===== src/rtl/ifu_fetch_pkg.sv =====
// Shared types and constants for the instruction-fetch front end.
package ifu_fetch_pkg;

    localparam int unsigned XLEN = 32;
    localparam logic [XLEN-1:0] CPU_RESET_ADDR = 32'h0000_0000;
    localparam logic [XLEN-1:0] PC_STEP = 32'd4;

    typedef enum logic [1:0] {
        ST_IDLE,
        ST_RUN,
        ST_DRAIN
    } fetch_state_e;

    typedef struct packed {
        logic [XLEN-1:0] addr;
        logic [XLEN-1:0] data;
    } fetch_entry_t;

    function automatic logic [XLEN-1:0] word_align(input logic [XLEN-1:0] a);
        return a & ~XLEN'(3);
    endfunction

endpackage


===== src/rtl/ifu_fetch_fifo.sv =====
// In-order instruction buffer between the ROM response port and decode.
// Flush wins over push and pop; the head entry reads as zero when empty.
module ifu_fetch_fifo
    import ifu_fetch_pkg::*;
#(
    parameter int unsigned DEPTH = 2
) (
    input  logic                   clk,
    input  logic                   rst_n,
    input  logic                   push,
    input  logic                   pop,
    input  logic                   flush,
    input  fetch_entry_t           wdata,
    output fetch_entry_t           rdata,
    output logic                   full,
    output logic                   empty,
    output logic [$clog2(DEPTH):0] count
);
    localparam int unsigned PW = $clog2(DEPTH);
    localparam int unsigned CW = PW + 1;

    fetch_entry_t   mem [DEPTH];
    logic [PW-1:0]  rd_ptr;
    logic [PW-1:0]  wr_ptr;
    logic           do_push;
    logic           do_pop;

    assign empty   = (count == '0);
    assign full    = (count == CW'(DEPTH));
    assign do_pop  = pop && !empty;
    assign do_push = push && (!full || do_pop);
    assign rdata   = empty ? '0 : mem[rd_ptr];

    always_ff @(posedge clk or negedge rst_n) begin
        if (!rst_n) begin
            for (int i = 0; i < int'(DEPTH); i++) mem[i] <= '0;
            rd_ptr <= '0;
            wr_ptr <= '0;
            count  <= '0;
        end else if (flush) begin
            rd_ptr <= '0;
            wr_ptr <= '0;
            count  <= '0;
        end else begin
            if (do_push) begin
                mem[wr_ptr] <= wdata;
                wr_ptr      <= wr_ptr + PW'(1);
            end
            if (do_pop) rd_ptr <= rd_ptr + PW'(1);
            count <= count + CW'(do_push) - CW'(do_pop);
        end
    end

endmodule


===== src/rtl/ifu_fetch.sv =====
// Instruction-fetch front end: credit-limited ROM requests, in-order response
// buffering and jump redirect with drain of stale in-flight responses.
module ifu_fetch
    import ifu_fetch_pkg::*;
#(
    parameter logic [31:0] RESET_PC = CPU_RESET_ADDR,
    parameter int unsigned DEPTH    = 2
) (
    input  logic        clk,
    input  logic        rst_n,
    input  logic        jump_req_i,
    input  logic [31:0] jump_addr_i,
    output logic [31:0] rom_addr_o,
    output logic        req_valid_o,
    input  logic        req_ready_i,
    input  logic        rsp_valid_i,
    output logic        rsp_ready_o,
    input  logic [31:0] rom_data_i,
    output logic        inst_valid_o,
    output logic [31:0] inst_o,
    output logic [31:0] inst_addr_o,
    input  logic        inst_ready_i
);
    localparam int unsigned CW = $clog2(DEPTH) + 1;
    localparam int unsigned SW = CW + 1;

    fetch_state_e    state;
    fetch_state_e    state_next;
    logic [XLEN-1:0] pc;
    logic [XLEN-1:0] rsp_pc;
    logic [CW-1:0]   outstanding;
    logic [CW-1:0]   outstanding_next;
    logic [CW-1:0]   fifo_count;
    logic            fifo_empty;
    logic            fifo_full_unused;
    logic            jump;
    logic            issue;
    logic            accept;
    logic            rsp;
    logic            push;
    logic            pop;
    fetch_entry_t    head;

    always_ff @(posedge clk or negedge rst_n) begin
        if (!rst_n) state <= ST_IDLE;
        else        state <= state_next;
    end

    // Handshake decode and next state; credits cover in-flight plus buffered words.
    always_comb begin
        state_next = state;
        jump       = 1'b0;
        issue      = 1'b0;
        rsp        = 1'b0;
        push       = 1'b0;
        unique case (state)
            ST_IDLE: state_next = ST_RUN;
            ST_RUN: begin
                jump  = jump_req_i;
                issue = !jump_req_i &&
                        ((SW'(outstanding) + SW'(fifo_count)) < SW'(DEPTH));
                rsp   = rsp_valid_i;
                push  = rsp_valid_i && !jump_req_i;
            end
            ST_DRAIN: begin
                jump = jump_req_i;
                rsp  = rsp_valid_i;
            end
            default: state_next = ST_IDLE;
        endcase
        accept           = issue && req_ready_i;
        outstanding_next = outstanding + CW'(accept) - CW'(rsp);
        pop              = !fifo_empty && inst_ready_i && !jump;
        if (state == ST_RUN && jump && outstanding_next != '0) state_next = ST_DRAIN;
        if (state == ST_DRAIN && outstanding_next == '0)       state_next = ST_RUN;
    end

    always_ff @(posedge clk or negedge rst_n) begin
        if (!rst_n) begin
            pc          <= RESET_PC;
            rsp_pc      <= RESET_PC;
            outstanding <= '0;
            rsp_ready_o <= 1'b0;
        end else begin
            rsp_ready_o <= 1'b1;
            outstanding <= outstanding_next;
            if (jump) begin
                pc     <= word_align(jump_addr_i);
                rsp_pc <= word_align(jump_addr_i);
            end else begin
                if (accept) pc     <= pc + PC_STEP;
                if (push)   rsp_pc <= rsp_pc + PC_STEP;
            end
        end
    end

    ifu_fetch_fifo #(.DEPTH(DEPTH)) u_fifo (
        .clk   (clk),
        .rst_n (rst_n),
        .push  (push),
        .pop   (pop),
        .flush (jump),
        .wdata ('{addr: rsp_pc, data: rom_data_i}),
        .rdata (head),
        .full  (fifo_full_unused),
        .empty (fifo_empty),
        .count (fifo_count)
    );

    assign rom_addr_o   = pc;
    assign req_valid_o  = issue;
    assign inst_valid_o = !fifo_empty;
    assign inst_o       = head.data;
    assign inst_addr_o  = head.addr;

    // In-flight requests can never outnumber the buffer slots reserved for them.
    assert property (@(posedge clk) disable iff (!rst_n) outstanding <= CW'(DEPTH));

endmodule


===== config.mk =====
export PLATFORM = sky130hd
export DESIGN_NAME = ifu_fetch
export DESIGN_NICKNAME = d
export VERILOG_FILES = /design/src/rtl/ifu_fetch_pkg.sv /design/src/rtl/ifu_fetch_fifo.sv /design/src/rtl/ifu_fetch.sv
export SDC_FILE = /design/constraint.sdc
export NUM_CORES = 1
export LEC_CHECK = 0
export BUFFER_PORTS_ARGS = -buffer_cell sky130_fd_sc_hd__buf_2
export CAP_MARGIN = 20
export CORE_MARGIN = 1.5
export CORE_UTILIZATION = 45
export DETAILED_ROUTE_END_ITERATION = 10
export GPL_ROUTABILITY_DRIVEN = 0
export PLACE_DENSITY = 0.72
export SLEW_MARGIN = 10
export SYNTH_ARGS = -nofsm -noshare
export SYNTH_HDL_FRONTEND = slang
export SYNTH_HIERARCHICAL = 1
export SYNTH_SLANG_ARGS = --single-unit

===== constraint.sdc =====
create_clock -name clk -period 3.15 [get_ports clk]
set_clock_uncertainty 0.05 [all_clocks]
set_input_delay 0.315 -clock clk [delete_from_list [all_inputs] [get_ports clk]]
set_output_delay 0.315 -clock clk [all_outputs]
set_load 0.01 [all_outputs]

* Word-level counts from Yosys, hierarchy flattened
Cells that the tools add are included.
** Word-level totals
- Register bits after elaboration :: 201
- Input port bits :: 70
- Output and inout bits :: 99
- Logic and storage cells :: 81
** Operators by class
- $add $sub $neg :: 9
- Magnitude comparators :: 4
- Equality and inequality tests :: 4
- Muxes and demuxes :: 23
- Bitwise logic cells :: 3
- Reductions and logical operators :: 26
** Operator list (count)
- $mux 64 :: 5
- $bwmux 128 :: 1
- $mux 32 :: 4
- $add 32x3->32 const B :: 2
- $demux 64 s1 :: 1
- $logic_and 1x1->1 :: 11
- $reduce_bool 2->1 :: 5
- $mux 1 :: 8
- $logic_not 2->1 :: 3
- $mux 2 :: 3
- $add 2x1->2 :: 2
- $eq 2x2->1 const B :: 2
- $ge 2x2->1 const B :: 2
- $logic_not 1->1 :: 4
- $not 1->2 :: 2
- $pmux 2 s2 :: 1
- $sub 2x1->2 :: 2
- $add 2x2->3 :: 1
- $lt 3x2->1 const B :: 1
- $ne 3x1->1 const B :: 1
- $add 1x1->1 const B :: 2
- $eq 2x1->1 const B :: 1
- $lt 2x1->1 const B :: 1
- $reduce_and 2->1 :: 1
- other kinds (3) :: 3

* Longest topological paths before layout
Gate-level depths: netlist (run 1).
- Depth after elaboration :: 11
- Gate-level depth with buffers :: 13
- Mapped depth without buffers :: 12

* By module
The synthesis (run 1) kept the hierarchy.
** By module, submodules not included
- ifu_fetch_fifo :: instances 1, cells each 437, area an instance 6173.4 um^2, seq. area each 3303.2 um^2
- ifu_fetch :: instances 1, cells each 456, area an instance 4025.1 um^2, seq. area each 1626.6 um^2

* Worst setup path after synthesis (run 1)
Ideal clock, no wire load.
- Kind :: flip-flop to flip-flop
- Start :: register u_fifo.count[0]
- End :: register state[1]
- Library setup time :: 0.120 ns
- Data arrival time :: 3.040 ns
- Required time :: 2.980 ns
- Path slack :: -0.061 ns
- Stages on the path, launching flop included :: 14
- Buffers on the path :: 1
- Period minus slack after synthesis :: 3.211 ns
- Path through :: dfrtp_1 and2_1 fa_1 or4b_1 buf_2 nor2_1 inv_1 ha_1 inv_1 ha_1 xor3_1 nor2_1 nand2_1 a31o_2
** Between the ends
- Cells in the longest elaborated chain, start to end :: 11
- Elaborated cells on any way between the ends :: 14
- Those cells by class :: 3 x add/sub; 1 x order compare; 1 x eq/ne; 3 x mux; 6 x reduce/logical
** Ends and longest elaborated chain
- start, declared :: line ifu_fetch_fifo.sv:17 : output logic [$clog2(DEPTH):0] count
- start signal, assigned :: line ifu_fetch_fifo.sv:50 : count <= count + CW'(do_push) - CW'(do_pop);
- $add 2x2->3 (*) :: line ifu_fetch.sv:61 : ((SW'(outstanding) + SW'(fifo_count)) < SW'(DEPTH));
- $lt 3x2->1 (*) :: line ifu_fetch.sv:61
- $logic_and 1x1->1 (*) :: line ifu_fetch.sv:60 : issue = !jump_req_i &&
- $mux 1 (*) :: line ifu_fetch.sv:56 : unique case (state)
- $logic_and 1x1->1 (*) :: line ifu_fetch.sv:71 : accept = issue && req_ready_i;
- $add 2x1->2 (*) :: line ifu_fetch.sv:72 : outstanding_next = outstanding + CW'(accept) - CW'(rsp);
- $sub 2x1->2 (*) :: line ifu_fetch.sv:72
- via outstanding_next[1] :: line ifu_fetch.sv:32 : logic [CW-1:0] outstanding_next;
- $reduce_bool 2->1 :: line ifu_fetch.sv:74 : if (state == ST_RUN && jump && outstanding_next != '0) state_next = ST_DRAIN;
- $logic_and 1x1->1 :: line ifu_fetch.sv:74
- $mux 2 :: line ifu_fetch.sv:74
- $mux 2 :: line ifu_fetch.sv:75 : if (state == ST_DRAIN && outstanding_next == '0) state_next = ST_RUN;
- end signal, assigned :: line ifu_fetch.sv:46 : else state <= state_next;
- end, declared :: line ifu_fetch.sv:27 : fetch_state_e state;
Mark *: on every way through the listed nets, which the timed path passes. The rest lies on a longest branch.
A chain may end at the register's enable or synchronous reset.

* Final worst setup path (run 1)
- Start :: register outstanding[0]
- End :: register state[1]
** Between the ends
- Cells in the longest elaborated chain, start to end :: 11
- Elaborated cells on any way between the ends :: 14
- Those cells by class :: 3 x add/sub; 1 x order compare; 1 x eq/ne; 3 x mux; 6 x reduce/logical
** Ends and longest elaborated chain
- start, declared :: line ifu_fetch.sv:31 : logic [CW-1:0] outstanding;
- start signal, assigned :: line ifu_fetch.sv:86 : outstanding <= outstanding_next;
- $add 2x2->3 :: line ifu_fetch.sv:61
- $lt 3x2->1 :: line ifu_fetch.sv:61
- $logic_and 1x1->1 :: line ifu_fetch.sv:60
- $mux 1 :: line ifu_fetch.sv:56
- $logic_and 1x1->1 :: line ifu_fetch.sv:71
- $add 2x1->2 (*) :: line ifu_fetch.sv:72
- $sub 2x1->2 (*) :: line ifu_fetch.sv:72
- via outstanding_next[1] :: line ifu_fetch.sv:32
- $reduce_bool 2->1 :: line ifu_fetch.sv:74
- $logic_and 1x1->1 :: line ifu_fetch.sv:74
- $mux 2 :: line ifu_fetch.sv:74
- $mux 2 :: line ifu_fetch.sv:75
Marked as above.

==> flow_summary_export.csv, run 1 <==
group,metric,value,unit
floorplan,fp.coreArea,22000,sq um
critical_path,cp.required,3.42,ns
global_routing,overflow,0,
job,cap_violations,0,
sta,period_needed,3.03,ns
cells_and_area,syn_to_final_growth,17.7,%
place,post-place-ws,0.0639,ns
drt,drtIter0Drc,466,
clock_tree,cts_buffers,17,
drt,dr.pass1.iters,5,
power,power_density,1040,nW/um^2
power,peakVddDrop,0.000558,V
drt,vias,7615,
critical_path,worst_r2r_path_depth,12,
cells_and_area,drive_gt1_share,34.6,%
critical_path,crit_chain,"and2_4 -> fa_1 -> or4b_4 -> nor2_4 -> inv_2 -> ha_4 -> inv_1 -> ha_2 -> xor3_1 -> nor2_2 -> nand2_1 -> a31o_2",
cells_and_area,n_antenna_cell,0,
critical_path,slowest_stage,"or4b_4",
sta,slew_headroom,40.2,%
logic_synthesis,avgSynthCellArea,11.4,sq um
critical_path,critPathMaxFanout,3,
global_routing,grt_pass1_wl,40.2,mm
floorplan,die_area,23600,sq um
clock_tree,clk_path_buf_depth,2,
critical_path,r2r_slack,0.12,ns
drt,wire_per_inst,18.3,um
hold_path,hold_path_startpoint,"rom_data_i[0]",
clock_tree,path_clk_slew,0.07,ns
global_routing,grt_usage,21.5,%
sta,finalCritPeriodShare,96.1,%
floorplan,ioPinCount,169,
power,p_total,12.5,mW
critical_path,critPathArrivalTime,3.30,ns
status,status,"finished clean",
sta,finalSetupViolCount,0,
critical_path,critical_path.startpoint_type,"register",
clock_tree,clkLatencyLatePin,0.43,ns
floorplan,rows,54,
sta,final.setup.tns,0,ns
drt,drc,0,
clock_tree,htreeDepth,4,
sta,rsz0062_at_grt,"false",
critical_path,critPathCaptureType,"register",
drt,ant_nets,0,
floorplan,fp.dieH,153,um
drt,vias_per_cell,5.69,
cells_and_area,nets,1127,
clock_tree,clock_sinks,197,
clock_tree,cts_tree,"built",
place,port_buffers,164,
sta,hold_viol_final,0,
critical_path,crit_start,"outstanding[0]",
sta,worst_slew_pin_slew,0.897,ns
hold_path,hp-class,"in -> reg",
floorplan,fp.dieW,153,um
global_routing,grt_pass1_vias,7512,
global_routing,grt_max_degree,99,
clock_tree,cts_root_buffer,"clkbuf_16",
logic_synthesis,netlist_instances,892,
power,cellLeakagePower,5.32,nW
logic_synthesis,ys_warn_count,6,
critical_path,r2r-end,"state[1]",
logic_synthesis,synth_area,10200,sq um
sta,setup_ws,0.121,ns
critical_path,max_stage_delay,0.56,ns
place,dp_hpwl,16.9,mm
critical_path,worstSetupPathType,"reg -> reg",
sta,clock.fmax,0.330,GHz
hold_path,hold_depth,2,
sta,fin_hold_ws,0.0745,ns
hold_path,min_to,"u_fifo/mem[0]",
drt,wl,24.5,mm
sta,slew_violations,0,
floorplan,start_util,46.3,%
global_routing,antenna_found_initial,0,
critical_path,rr_startpoint,"outstanding[0]",
==> critical path: cells and delay by family (launching register included) <==
family	cells	cell delay (ns)
buffers and inverters	2	0.09
and+or+nand+nor	5	1.08
DFF	1	0.38
AOI/OAI and AO/OA	1	0.23
adders and majority gates	3	0.87
xor gates and xnor gates	1	0.23
==> state kept, by name (all words and copies together) (netlist names) <==
register / flops
u_fifo/rd_ptr: 1
u_fifo/count: 2
outstanding: 2
state: 2
u_fifo/wr_ptr: 1
rom_addr_o: 30
u_fifo/mem: 128
rsp_ready_o: 1
rsp_pc: 30
==> worst max-delay path by stage <==
stage                     endpoint  slack, ns  depth (start not counted)
after floorplan           state[1]       0.03                         13
after global placement    state[1]       0.10                         12
after detailed placement  state[1]       0.06                         12
after CTS                 state[1]       0.04                         12
after global routing      state[0]       0.03                         12
final                     state[1]       0.12                         12
==> cell type report <==
type,count,area [sq um]
Inverter,15,56.3
Clock inverter,11,198
Sequential cell,197,4930
Multi-Input combinational cell,630,4960
Tap cell,280,350
Timing Repair Buffer,186,1050
Fill cell,1915,10000
Clock buffer,19,453
==> layout by cell type (no fill, tap or decap), types with 11 or more instances in the layout <==
cell type	count
a211oi_1	13
mux2_2	64
nand4_1	23
inv_1	13
nor3_1	18
a21oi_1	20
o31ai_1	13
buf_4	17
mux2i_1	66
nand3_1	23
clkbuf_16	17
nor4_1	15
nor2_1	109
or4_1	19
a31oi_1	18
nand2_1	33
and3_1	11
dfrtp_1	196
buf_2	163
mux2_4	60
==> metal layers <==
metal	track usage (%)	vias to the layer above	wire [um]
li1	-	3563	-
met1	31.0	3744	11500
met2	33.2	287	11100
met3	4.14	21	1610
met4	5.36	0	201
met5	0	-	0
==> report_power, final <==
part / internal (mW) / total, mW / leakage [nW] / switching (mW)
clock: 1.45 / 2.41 / 0.316 / 0.956
sequential: 3.69 / 4.86 / 2.39 / 1.18
combinational: 2.54 / 5.19 / 2.61 / 2.65
==> metrics by stage <==
stage                     area, sq um  instances  utilization (%)
after floorplan                 10200        897                -
after global placement          11300       1306             51.3
after detailed placement        11300       1306             51.3
after CTS                       12000       1337             54.3
after global routing            12000       1338             54.5
final                           12000       1338             54.5
==> what timing repair did <==
| action | in CTS | in global routing |
|---|---|---|
| endpoints found under the hold margin | 95 | 0 |
| hold buffers | 1 | 0 |
| endpoints found under the setup margin | 0 | 3 |
| buffers inserted | 0 | 1 |
| gates resized for setup | 0 | 8 |
(Power assumes the default switching activity.)
==> run 2, diff against run 1 <==
--- a/config.mk
+++ b/config.mk
@@ -5,6 +5,7 @@
 export SDC_FILE = /design/constraint.sdc
 export NUM_CORES = 1
 export LEC_CHECK = 0
+export ABC_AREA = 0
 export BUFFER_PORTS_ARGS = -buffer_cell sky130_fd_sc_hd__buf_2
 export CAP_MARGIN = 20
 export CORE_MARGIN = 1.5
==> constraint.sdc (replaced) <==
create_clock -name clk -period 3.15 [get_ports clk]
set_clock_uncertainty 0.05 [all_clocks]
set_input_delay 0.1575 -clock clk [delete_from_list [all_inputs] [get_ports clk]]
set_output_delay 0.1575 -clock clk [all_outputs]
set_load 0.01 [all_outputs]
==> flow_summary_export.csv, run 2 (synthesis gave the netlist of run 1 again) <==
group,metric,value,unit
status,status,"finished clean",
critical_path,critPathArrivalTime,3.38,ns
critical_path,cp_top_family,"simple AND/OR/NAND/NOR gates",
clock_tree,path_clk_slew,0.07,ns
sta,fin_hold_ws,0.0234,ns
cells_and_area,top_register,"u_fifo/mem",
sta,setup_ws,0.0453,ns
sta,period_needed,3.10,ns
sta,worst_slew_pin_slew,0.757,ns
sta,finalCritPeriodShare,98.6,%
drt,vias_per_cell,5.61,
drt,ant_nets,0,
floorplan,fp.dieH,153,um
global_routing,grt_usage,22.3,%
floorplan,fp.dieW,153,um
global_routing,antenna_found_initial,0,
sta,clock.fmax,0.322,GHz
place,dp_hpwl,17.3,mm
sta,slew_violations,0,
critical_path,critPathMaxFanout,7,
cells_and_area,largest_reg_flops,128,
drt,drtIter0Drc,454,
sta,rsz0062_at_grt,"true",
cells_and_area,nets,1185,
drt,vias,7832,
critical_path,slowest_stage,"or4b_4",
place,placedCellCount,1307,
cells_and_area,n_antenna_cell,0,
clock_tree,clock_sinks,197,
clock_tree,cts_tree,"built",
critical_path,crit_chain,"and2_1 -> fa_1 -> or4b_4 -> buf_4 -> or4_4 -> or4_1 -> and3_1",
sta,finalSetupViolCount,0,
place,port_buffers,164,
cells_and_area,syn_to_final_growth,22.3,%
floorplan,ioPinCount,169,
floorplan,rows,54,
sta,final.setup.tns,0,ns
job,cap_violations,0,
cells_and_area,final_util,56.6,%
clock_tree,cts_root_buffer,"clkbuf_16",
critical_path,critPathCaptureType,"register",
cells_and_area,drive_gt1_share,32.5,%
drt,wire_per_inst,18.2,um
cells_and_area,final_cell_mix,"196 x dfrtp_1, 163 x buf_2, 109 x nor2_1, 66 x mux2i_1, 64 x mux2_2",
critical_path,worstSetupPathType,"reg -> reg",
place,post-place-ws,0.0276,ns
drt,drc,0,
clock_tree,clkLatencyLatePin,0.43,ns
cells_and_area,final_common_cell,"dfrtp_1",
cells_and_area,final_cells,1396,
drt,dr.pass1.iters,5,
floorplan,start_util,46.3,%
global_routing,grt_max_degree,87,
power,power_density,979,nW/um^2
critical_path,cp_num_buf_inv,1,
critical_path,critical_path.startpoint_type,"register",
global_routing,grt_pass1_vias,7886,
global_routing,grt_pass1_wl,41.8,mm
drt,wl,25.4,mm
power,cellLeakagePower,5.51,nW
sta,hold_viol_final,0,
clock_tree,cts_buffers,17,
power,peakVddDrop,0.000493,V
floorplan,fp.coreArea,22000,sq um
critical_path,max_stage_delay,0.59,ns
sta,slew_headroom,49.6,%
hold_path,hp-class,"in -> reg",
clock_tree,htreeDepth,4,
clock_tree,clk_path_buf_depth,2,
global_routing,overflow,0,
floorplan,die_area,23600,sq um
critical_path,cp.required,3.42,ns
-- run 2: cell count changes in the layout (fill, tap and decap cells not counted), sizes merged --
cell         before  now
bufinv            5    1
dlygate4sd3       1   55
clkinvlp          1    4
clkbuf           20   23
buf             184  188
inv              18   16
-- run 2: layout make-up --
class                      instances  area, sq um
inverter                          15         56.3
fill                            1920         9560
tap                              280          350
sequential                       197         4930
multi-input combinational        630         4950
timing repair buffer             244         1640
clock buffer                      22          454
clock inverter                     8         78.8
-- run 2: tightest hold or removal path, stage by stage --
cell	delay (ns)
buf_2	0.08
nor2_1	0.08
a31oi_1	0.14
-- run 2: what timing repair did --
action	4_1_cts	5_1_grt
endpoints found under the setup margin	1	4
buffers inserted	0	4
resized for setup	1	4
pin swaps	0	1
hold endpoints to repair	174	0
hold buffers	55	0
-- run 2: metal layers --
layer	track usage, %	vias up	routed length [um]
li1	-	3677	-
met1	31.1	3832	11600
met2	35.3	296	11700
met3	4.76	27	1680
met4	6.33	0	323
met5	0	-	0
-- run 2: worst paths after layout --
path                                 start              to  slack [ns]  cells after the start
setup / recovery            outstanding[0]  rom_addr_o[21]        0.05                      7
hold / removal             jump_addr_i[29]  rom_addr_o[29]        0.02                      3
setup reg to reg            outstanding[0]  rom_addr_o[21]        0.05                      7
hold reg to reg              u_fifo/mem[1]   u_fifo/mem[1]        0.44                      1
max in group asynchronous            rst_n  rom_addr_o[28]        1.87                      3
min in group asynchronous            rst_n  u_fifo/mem[29]        0.27                      2
-- run 2: where the power goes --
part           switching [mW]  internal (mW)  leakage [nW]
combinational            2.63           2.62          2.87
clock                   0.928           1.10         0.248
sequential               1.24           3.69          2.39
total                    4.80           7.40          5.51
-- run 2: metrics by stage --
step	total power, mW	area (sq um)
2_1_floorplan	8.25	10200
3_3_place_gp	9.86	11300
3_5_place_dp	10.1	11300
4_1_cts	12.2	12400
5_1_grt	13.1	12500
6_report	12.2	12500
